--- src/rtl/mem_arbiter_if.sv ---
// Signal bundle between the F/D requesters, the shared RAM and the memory arbiter.
// The arbiter binds to the slave modport; requesters and RAM together form the master side.
interface mem_arbiter_if;
    logic        f_req;
    logic [15:0] f_addr;
    logic        f_ack;
    logic [15:0] f_rdata;
    logic        d_req;
    logic        d_we;
    logic [15:0] d_addr;
    logic [15:0] d_wdata;
    logic        d_ack;
    logic [15:0] d_rdata;
    logic        err;
    logic        ram_cs;
    logic        ram_we;
    logic [15:0] ram_addr;
    logic [15:0] ram_din;
    logic [15:0] ram_dout;
    logic        ram_ready;
    logic        busy;

    modport slave (
        input  f_req, f_addr, d_req, d_we, d_addr, d_wdata, ram_dout, ram_ready,
        output f_ack, f_rdata, d_ack, d_rdata, err, ram_cs, ram_we, ram_addr, ram_din, busy
    );

    modport master (
        output f_req, f_addr, d_req, d_we, d_addr, d_wdata, ram_dout, ram_ready,
        input  f_ack, f_rdata, d_ack, d_rdata, err, ram_cs, ram_we, ram_addr, ram_din, busy
    );
endinterface

--- src/rtl/mem_arbiter.sv ---
// Round-robin arbiter sharing one single-port RAM between instruction fetch (F) and data (D).
// One access at a time: IDLE -> ISSUE -> (WAIT) -> RESP, with a bounded wait for read data.
module mem_arbiter #(
    parameter int unsigned TIMEOUT = 8
) (
    input logic          CLK,
    input logic          RST,
    mem_arbiter_if.slave bus
);
    typedef enum logic [1:0] {IDLE, ISSUE, WAIT, RESP} state_t;

    localparam logic [7:0] CNT_LAST = 8'(TIMEOUT - 1);

    state_t      state_q;
    logic        owner_q;   // 1 = D, 0 = F
    logic        last_q;    // last granted requester, same encoding
    logic        last_d;
    logic [7:0]  cnt_q;
    logic        f_ack_q, d_ack_q, err_q;
    logic        cs_q, we_q, busy_q;
    logic [15:0] addr_q, din_q;
    logic [15:0] f_rdata_q, d_rdata_q;

    // Under contention the requester that did not win last time is granted.
    always_comb begin
        last_d = last_q;
        if (bus.f_req && bus.d_req) last_d = ~last_q;
        else if (bus.d_req)         last_d = 1'b1;
        else if (bus.f_req)         last_d = 1'b0;
    end

    always_ff @(posedge CLK or posedge RST) begin
        if (RST) begin
            state_q   <= IDLE;
            owner_q   <= 1'b0;
            last_q    <= 1'b1;
            cnt_q     <= '0;
            f_ack_q   <= 1'b0;
            d_ack_q   <= 1'b0;
            err_q     <= 1'b0;
            cs_q      <= 1'b0;
            we_q      <= 1'b0;
            busy_q    <= 1'b0;
            addr_q    <= '0;
            din_q     <= '0;
            f_rdata_q <= '0;
            d_rdata_q <= '0;
        end else begin
            f_ack_q <= 1'b0;
            d_ack_q <= 1'b0;
            err_q   <= 1'b0;
            cs_q    <= 1'b0;
            we_q    <= 1'b0;
            case (state_q)
                IDLE: begin
                    if (bus.f_req || bus.d_req) begin
                        owner_q <= last_d;
                        last_q  <= last_d;
                        cs_q    <= 1'b1;
                        we_q    <= last_d & bus.d_we;
                        addr_q  <= last_d ? bus.d_addr : bus.f_addr;
                        din_q   <= last_d ? bus.d_wdata : 16'h0000;
                        busy_q  <= 1'b1;
                        state_q <= ISSUE;
                    end
                end
                ISSUE: begin
                    cnt_q <= '0;
                    if (we_q) begin
                        d_ack_q <= owner_q;
                        f_ack_q <= ~owner_q;
                        state_q <= RESP;
                    end else begin
                        state_q <= WAIT;
                    end
                end
                WAIT: begin
                    if (bus.ram_ready || cnt_q == CNT_LAST) begin
                        // A read that times out returns zero flagged with err.
                        if (owner_q) d_rdata_q <= bus.ram_ready ? bus.ram_dout : 16'h0000;
                        else         f_rdata_q <= bus.ram_ready ? bus.ram_dout : 16'h0000;
                        err_q   <= ~bus.ram_ready;
                        d_ack_q <= owner_q;
                        f_ack_q <= ~owner_q;
                        state_q <= RESP;
                    end else begin
                        cnt_q <= cnt_q + 8'd1;
                    end
                end
                RESP: begin
                    busy_q  <= 1'b0;
                    state_q <= IDLE;
                end
                default: state_q <= IDLE;
            endcase
        end
    end

    assign bus.f_ack    = f_ack_q;
    assign bus.d_ack    = d_ack_q;
    assign bus.err      = err_q;
    assign bus.f_rdata  = f_rdata_q;
    assign bus.d_rdata  = d_rdata_q;
    assign bus.ram_cs   = cs_q;
    assign bus.ram_we   = we_q;
    assign bus.ram_addr = addr_q;
    assign bus.ram_din  = din_q;
    assign bus.busy     = busy_q;
endmodule

--- src/flat_wrapper.sv ---
// flat-port wrapper written by rule: the top's interface ports become plain ports
module mem_arbiter_flat 
#(
    parameter int unsigned TIMEOUT = 8
)
  (CLK, RST, bus_f_req, bus_f_addr, bus_d_req, bus_d_we, bus_d_addr, bus_d_wdata, bus_ram_dout, bus_ram_ready, bus_f_ack, bus_f_rdata, bus_d_ack, bus_d_rdata, bus_err, bus_ram_cs, bus_ram_we, bus_ram_addr, bus_ram_din, bus_busy);
  mem_arbiter_if bus_i ();
  input logic CLK;
  input logic RST;
  input wire logic [$bits(bus_i.f_req)-1:0] bus_f_req;
  input wire logic [$bits(bus_i.f_addr)-1:0] bus_f_addr;
  input wire logic [$bits(bus_i.d_req)-1:0] bus_d_req;
  input wire logic [$bits(bus_i.d_we)-1:0] bus_d_we;
  input wire logic [$bits(bus_i.d_addr)-1:0] bus_d_addr;
  input wire logic [$bits(bus_i.d_wdata)-1:0] bus_d_wdata;
  input wire logic [$bits(bus_i.ram_dout)-1:0] bus_ram_dout;
  input wire logic [$bits(bus_i.ram_ready)-1:0] bus_ram_ready;
  output wire logic [$bits(bus_i.f_ack)-1:0] bus_f_ack;
  output wire logic [$bits(bus_i.f_rdata)-1:0] bus_f_rdata;
  output wire logic [$bits(bus_i.d_ack)-1:0] bus_d_ack;
  output wire logic [$bits(bus_i.d_rdata)-1:0] bus_d_rdata;
  output wire logic [$bits(bus_i.err)-1:0] bus_err;
  output wire logic [$bits(bus_i.ram_cs)-1:0] bus_ram_cs;
  output wire logic [$bits(bus_i.ram_we)-1:0] bus_ram_we;
  output wire logic [$bits(bus_i.ram_addr)-1:0] bus_ram_addr;
  output wire logic [$bits(bus_i.ram_din)-1:0] bus_ram_din;
  output wire logic [$bits(bus_i.busy)-1:0] bus_busy;
  assign bus_i.f_req = bus_f_req;
  assign bus_i.f_addr = bus_f_addr;
  assign bus_i.d_req = bus_d_req;
  assign bus_i.d_we = bus_d_we;
  assign bus_i.d_addr = bus_d_addr;
  assign bus_i.d_wdata = bus_d_wdata;
  assign bus_i.ram_dout = bus_ram_dout;
  assign bus_i.ram_ready = bus_ram_ready;
  assign bus_f_ack = bus_i.f_ack;
  assign bus_f_rdata = bus_i.f_rdata;
  assign bus_d_ack = bus_i.d_ack;
  assign bus_d_rdata = bus_i.d_rdata;
  assign bus_err = bus_i.err;
  assign bus_ram_cs = bus_i.ram_cs;
  assign bus_ram_we = bus_i.ram_we;
  assign bus_ram_addr = bus_i.ram_addr;
  assign bus_ram_din = bus_i.ram_din;
  assign bus_busy = bus_i.busy;
  mem_arbiter #(.TIMEOUT(TIMEOUT)) u_core (.CLK(CLK), .RST(RST), .bus(bus_i));
endmodule
--- config.mk ---
export PLATFORM = sky130hd
export DESIGN_NAME = mem_arbiter_flat
export DESIGN_NICKNAME = d
export VERILOG_FILES = /design/src/rtl/mem_arbiter_if.sv /design/src/rtl/mem_arbiter.sv /design/src/flat_wrapper.sv
export SDC_FILE = /design/constraint.sdc
export NUM_CORES = 1
export LEC_CHECK = 0
export ABC_AREA = 1
export CORE_MARGIN = 1
export CORE_UTILIZATION = 44
export DETAILED_ROUTE_END_ITERATION = 7
export PLACE_DENSITY_LB_ADDON = 0.2
export SLEW_MARGIN = 20
export SYNTH_ARGS = -nofsm -noshare
export SYNTH_HDL_FRONTEND = slang
export SYNTH_SLANG_ARGS = --single-unit
--- constraint.sdc ---
create_clock -name CLK -period 3.29 [get_ports CLK]
set_input_delay 0.4935 -clock CLK [delete_from_list [all_inputs] [get_ports CLK]]
set_output_delay 0.4935 -clock CLK [all_outputs]
set_load 0.005 [all_outputs]
==> flow_metrics.py, run 1 <==
metrics = {
    "setup_path": {
        "worstPathCellList": "clkinv_1 > nand2_4 > nand2_1 > nand2_1",
        "worstPathMaxFanout": 19,
        "r2r_cells": 4,
        "reg2reg_slack_ns": 1.11,
        "cp.arrival_ns": 2.48,
        "critPathSlowestCell": "dfrtp_1",
        "slowest_delay_ns": 0.81,
        "rr_endpoint": "u_core.bus.f_rdata[3]",
        "rr_startpoint": "u_core.owner_q",
        "endpoint_kind": "register",
        "crit_path_frequent_cell": "nand2_1",
        "path_class": "register to register",
        "crit_family": "flip-flops",
        "worst_ep_required_time_ns": 3.58,
        "start_kind": "register",
        "path_buf_inv": 1,
    },
    "clock_network": {
        "postCtsHoldBufs": 0,
        "cts_buffer_depth": 2,
        "clk_latency_ns": 0.35,
        "cts-root-buf": "clkbuf_8",
        "cts_tree": "built",
        "cts_buffers": 9,
        "h-tree-depth": 3,
        "clkTransAtPathRegs_ns": 0.09,
        "clkSinkCount": 82,
        "cts_resized": 0,
        "postCtsSetupBuffers": 0,
    },
    "cells_and_area": {
        "drive_gt1_share_pct": 5.458,
        "area_growth_pct": 44.95,
        "finish.net_count": 639,
        "diodes": 0,
        "final_util_pct": 65.44,
        "mostFrequentLayoutCells": "155 x nand2_1, 139 x clkdlybuf4s50_1, 81 x dfrtp_1",
        "layout_commonest_cell": "nand2_1",
    },
    "floorplanning": {
        "core_area_um2": 8175,
        "num_rows": 33,
        "start_util_pct": 45.15,
        "fp.dieW_um": 93.59,
        "die_h_um": 93.59,
        "io_pins": 140,
        "dieArea_um2": 8759,
    },
    "place": {
        "post-place-ws_ns": 0.9498,
        "hpwl_um": 6629,
        "io_buffers": 139,
        "routabilityCongestion": 0.7880,
    },
    "logic_synthesis": {
        "yosysUniqueCellTypes": 27,
        "ys_async_sr_fraction_pct": 100.0,
        "synth_seq_cells": 82,
        "yosysSeqAreaShare_pct": 55.63,
        "syn_nets": 509,
        "syn_avg_cell_area_um2": 8.524,
        "yosysWarnings": 0,
        "syn-cell-area_um2": 3691,
        "synth-main-ff-cell": "dfrtp_1",
        "synthCells": 433,
        "synth_edf_count": 0,
    },
    "flow_run": {
        "cap_violations": 0,
    },
    "sta": {
        "finalCritPeriodShare_pct": 66.41,
        "hold_viol_final": 0,
        "slew_headroom_pct": 52.71,
        "layout_setup_ws_ns": 1.105,
        "fin_tns_setup_ns": 0,
        "finalSetupViolCount": 0,
        "rsz0062_at_grt": "no",
        "min_period_ns": 2.185,
        "fmax_mhz": 457.7,
        "worstMarginPinSlew_ns": 0.7093,
        "skew_ns": 0.009671,
        "finalMaxSlewViolations": 0,
    },
    "routing": {
        "via_per_inst": 5.095,
        "avgRoutedWirePerCell_um": 14.00,
        "wl_met3_um": 833,
        "met2_length_um": 4500,
        "num_vias": 3429,
        "wl_met1_um": 3979,
        "drtIter0Drc": 174,
        "finalWirelength_um": 9421,
        "ant_nets": 0,
        "drtPass1Iterations": 5,
        "maxUsedRoutingLayer": "met4",
        "drc": 0,
    },
    "global_routing": {
        "grt_start_max_net_pins": 47,
        "grt_use_total_pct": 22.96,
        "antenna_found_initial": 0,
        "gr-total-overflow": 0,
        "grt_pass1_wl_um": 15480,
        "first_global_vias": 3384,
    },
    "power": {
        "leakage_nw": 2.522,
        "power_density_nw_per_um2": 831.5,
        "power_w": 0.004449,
        "max-vdd-ir-drop_v": 0.0004363,
    },
    "worst_hold_path": {
        "whs_endpoint": "u_core.bus.f_rdata[5]",
        "min_from": "u_core.bus.f_rdata[5]",
        "hold_path.class": "register to register",
        "hold_path_depth": 2,
    },
    "status": {
        "status": "finished, final reports clean",
    },
}
==> power by group <==
part | total, W | switching, W | internal [W]
sequential | 0.00170 | 0.000273 | 0.00143
combinational | 0.00201 | 0.000973 | 0.00104
clock | 0.000738 | 0.000382 | 0.000356
==> worst register-to-register path, cell delays in order, from the launching register on <==
cell and delay, ns:
dfrtp_1 0.81, clkinv_1 0.73, nand2_4 0.42, nand2_1 0.10, nand2_1 0.07
==> worst max path at each step <==
| stage | startpoint | to | cells past startpoint |
|---|---|---|---|
| finish | u_core.owner_q | u_core.bus.f_rdata[3] | 4 |
| global placement | bus_f_req | u_core.bus.ram_addr[13] | 5 |
| detailed placement | bus_f_req | u_core.bus.ram_addr[8] | 5 |
| floorplan | RST | u_core.bus.busy | 1 |
| global route | u_core.owner_q | u_core.bus.f_rdata[15] | 4 |
| CTS | u_core.owner_q | u_core.bus.f_rdata[15] | 4 |
==> metrics by stage <==
stage / hold slack (ns) / instances / area, um^2
6_report: 0.4727 / 673 / 5350
5_1_grt: 0.4933 / 673 / 5350
4_1_cts: 0.4785 / 673 / 5350
3_5_place_dp: 0.4575 / 657 / 5150
3_3_place_gp: 0.4540 / 657 / 5150
2_1_floorplan: 0.4650 / 433 / 3691
==> synthesized netlist by cell type (all sizes together), types with 2 or more instances <==
library cell    n  area (um^2)
nand2         157        604.3
nor2           39        158.9
a21oi           2        10.01
nor3            3        15.01
a31oi          16        100.1
ha              6        75.07
buf            13        78.82
o21ai          23        118.9
dfrtp          81         2027
nand3          25        130.1
nand4          34        212.7
inv            16        60.06
clkbuf         13        48.80
==> registers in the layout, summed over array words and instances (netlist names) <==
name	cells
u_core.bus.ram_din	16
u_core.state_q	2
u_core.bus.d_ack	1
u_core.bus.err	1
u_core.bus.ram_addr	16
u_core.owner_q	1
u_core.cnt_q	8
u_core.bus.d_rdata	16
u_core.bus.busy	1
u_core.bus.f_rdata	16
u_core.bus.ram_we	1
u_core.bus.f_ack	1
u_core.last_q	1
u_core.bus.ram_cs	1
==> cell type report <==
class | count | area, um^2
Clock inverter | 7 | 76.32
Inverter | 17 | 65.06
Clock buffer | 9 | 123.9
Tap cell | 105 | 131.4
Sequential cell | 82 | 2053
Fill cell | 684 | 2825
Timing Repair Buffer | 145 | 1449
Multi-Input combinational cell | 308 | 1451
==> per-layer routing <==
| layer | GRT usage, % | vias up |
|---|---|---|
| met1 | 29.07 | 1604 |
| met4 | 7.949 | 0 |
| li1 | - | 1691 |
| met5 | 0 | - |
| met3 | 7.805 | 9 |
| met2 | 36.70 | 125 |
==> cell families after synthesis <==
kind of cell,Yosys count,share of synthesized area [%]
flops,82,55.63
simple gates,260,30.75
buf+inv,43,5.186
fa+ha+maj,6,2.034
compound gates,42,6.407
Note: power is estimated with default switching activity, not from simulation.
==> run 2: changes to the inputs <==
clock period = 2.2 ns   (was 3.29 ns; I/O delays follow)
==> run 2 against run 1 <==
  * Flip-flop and latch count unchanged
  * Via count shrank 0.47%
  * Sequential power up 47%
  * Routed wire length down 1.6%
  * Count of clock-buffer cells in the layout stayed put
  * Final cell count rose by 0.59%
  * Critical endpoint is now u_core.bus.ram_addr[8]
==> flow_metrics.py, run 2 (synthesis gave the netlist of run 1 again) <==
metrics = {
    "status": {
        "status": "finished, final reports clean",
    },
    "sta": {
        "finalCritPeriodShare_pct": 85.61,
        "finalSetupViolCount": 0,
        "fin_tns_setup_ns": 0,
        "worstMarginPinSlew_ns": 0.4791,
        "fmax_mhz": 530.9,
        "min_period_ns": 1.884,
        "slew_headroom_pct": 68.03,
        "rsz0062_at_grt": "no",
        "finalMaxSlewViolations": 0,
        "hold_viol_final": 0,
        "skew_ns": 0.01258,
    },
    "clock_network": {
        "clk_latency_ns": 0.35,
        "h-tree-depth": 3,
        "cts_buffer_depth": 2,
        "clkTransAtPathRegs_ns": 0.09,
        "cts_resized": 0,
        "cts_tree": "built",
        "cts-root-buf": "clkbuf_8",
        "postCtsHoldBufs": 0,
        "clkSinkCount": 82,
        "cts_buffers": 9,
        "postCtsSetupBuffers": 0,
    },
    "cells_and_area": {
        "layout_commonest_cell": "nand2_1",
        "fillCellCount": 682,
        "mostFrequentLayoutCells": "155 x nand2_1, 139 x clkdlybuf4s50_1, 81 x dfrtp_1",
        "diodes": 0,
        "area_growth_pct": 45.56,
        "finish.net_count": 643,
        "drive_gt1_share_pct": 6.119,
        "final_util_pct": 65.72,
    },
    "setup_path": {
        "cp.arrival_ns": 2.14,
        "r2r_cells": 7,
        "rr_endpoint": "u_core.bus.ram_addr[8]",
        "start_kind": "register",
        "rr_startpoint": "u_core.state_q[0]",
        "endpoint_kind": "register",
        "reg2reg_slack_ns": 0.32,
        "worstPathMaxFanout": 42,
        "path_class": "register to register",
        "critPathLaunch": "u_core.state_q[0]",
        "worst_ep_required_time_ns": 2.46,
        "crit_path_end": "u_core.bus.ram_addr[8]",
    },
    "global_routing": {
        "gr-usage-met1_pct": 31.18,
        "grt_start_max_net_pins": 83,
        "gr-total-overflow": 0,
        "grt_use_total_pct": 22.79,
        "first_global_vias": 3291,
        "grt_pass1_wl_um": 15570,
        "antenna_found_initial": 0,
        "use_met3_pct": 6.748,
        "grtUsageMet2_pct": 35.05,
        "busiest_layer": "met2",
    },
    "place": {
        "hpwl_um": 6555,
        "io_buffers": 139,
        "routabilityCongestion": 0.7987,
    },
    "routing": {
        "num_vias": 3413,
        "finalWirelength_um": 9272,
        "via_per_inst": 5.041,
        "drtPass1Iterations": 4,
        "drtIter0Drc": 215,
        "ant_nets": 0,
        "drc": 0,
        "avgRoutedWirePerCell_um": 13.70,
    },
    "floorplanning": {
        "io_pins": 140,
        "die_h_um": 93.59,
        "core_area_um2": 8175,
        "start_util_pct": 45.15,
        "dieArea_um2": 8759,
        "num_rows": 33,
        "fp.dieW_um": 93.59,
    },
    "flow_run": {
        "cap_violations": 0,
    },
    "worst_hold_path": {
        "hold_path.class": "input pin to asynchronous set/reset pin",
    },
    "power": {
        "power_w": 0.006620,
        "max-vdd-ir-drop_v": 0.0006267,
        "power_density_nw_per_um2": 1232,
        "leakage_nw": 2.527,
    },
}
[run 2: how the worst min path moves through the flow]
stage / end / start / depth (start not counted) / slack, ns
floorplan: u_core.bus.ram_we / bus_d_we / 2 / 0.44
global placement: u_core.bus.d_rdata[5] / u_core.bus.d_rdata[5] / 2 / 0.45
detailed placement: u_core.bus.d_rdata[1] / u_core.bus.d_rdata[1] / 2 / 0.46
CTS: u_core.bus.d_rdata[10] / RST / 3 / 0.45
global route: u_core.bus.d_rdata[10] / RST / 3 / 0.48
finish: u_core.bus.d_rdata[10] / RST / 3 / 0.45
[run 2: metal layers]
layer | routed length, um | vias up
met3 | 796 | 9
li1 | - | 1699
met1 | 4136 | 1568
met2 | 4260 | 137
met5 | 0 | -
met4 | 79 | 0
[run 2: area by class of cell]
| class | count | area (um^2) | area share (%) |
|---|---|---|---|
| Clock buffer | 9 | 123.9 | 2.306 |
| Clock inverter | 7 | 53.80 | 1.001 |
| Inverter | 17 | 67.56 | 1.258 |
| Multi-Input combinational cell | 308 | 1451 | 27.01 |
| Sequential cell | 82 | 2053 | 38.22 |
| Tap cell | 105 | 131.4 | 2.445 |
| Timing Repair Buffer | 149 | 1491 | 27.76 |
[run 2: where the power goes]
part / leakage [nW] / switching (W) / internal, W
clock network: 0.0822 / 0.000570 / 0.000417
logic: 1.42 / 0.00152 / 0.00161
registers: 1.03 / 0.000364 / 0.00214
[run 2: through the flow]
step	instance area (um^2)	cells	setup WS (ns)	hold slack [ns]
2_1_floorplan	3695	433	0.6484	0.4362
3_3_place_gp	5195	661	0.4617	0.4532
3_5_place_dp	5195	661	0.3549	0.4582
4_1_cts	5373	677	0.3505	0.4511
5_1_grt	5373	677	0.08353	0.4810
6_report	5373	677	0.3165	0.4461
[run 2: critical path, cell delays in order, from the launching register on]
cell,delay (ns)
dfrtp_1,0.43
inv_1,0.14
ha_1,0.19
inv_1,0.23
nor2_4,0.34
buf_12,0.24
nor2_1,0.06
a31oi_1,0.15
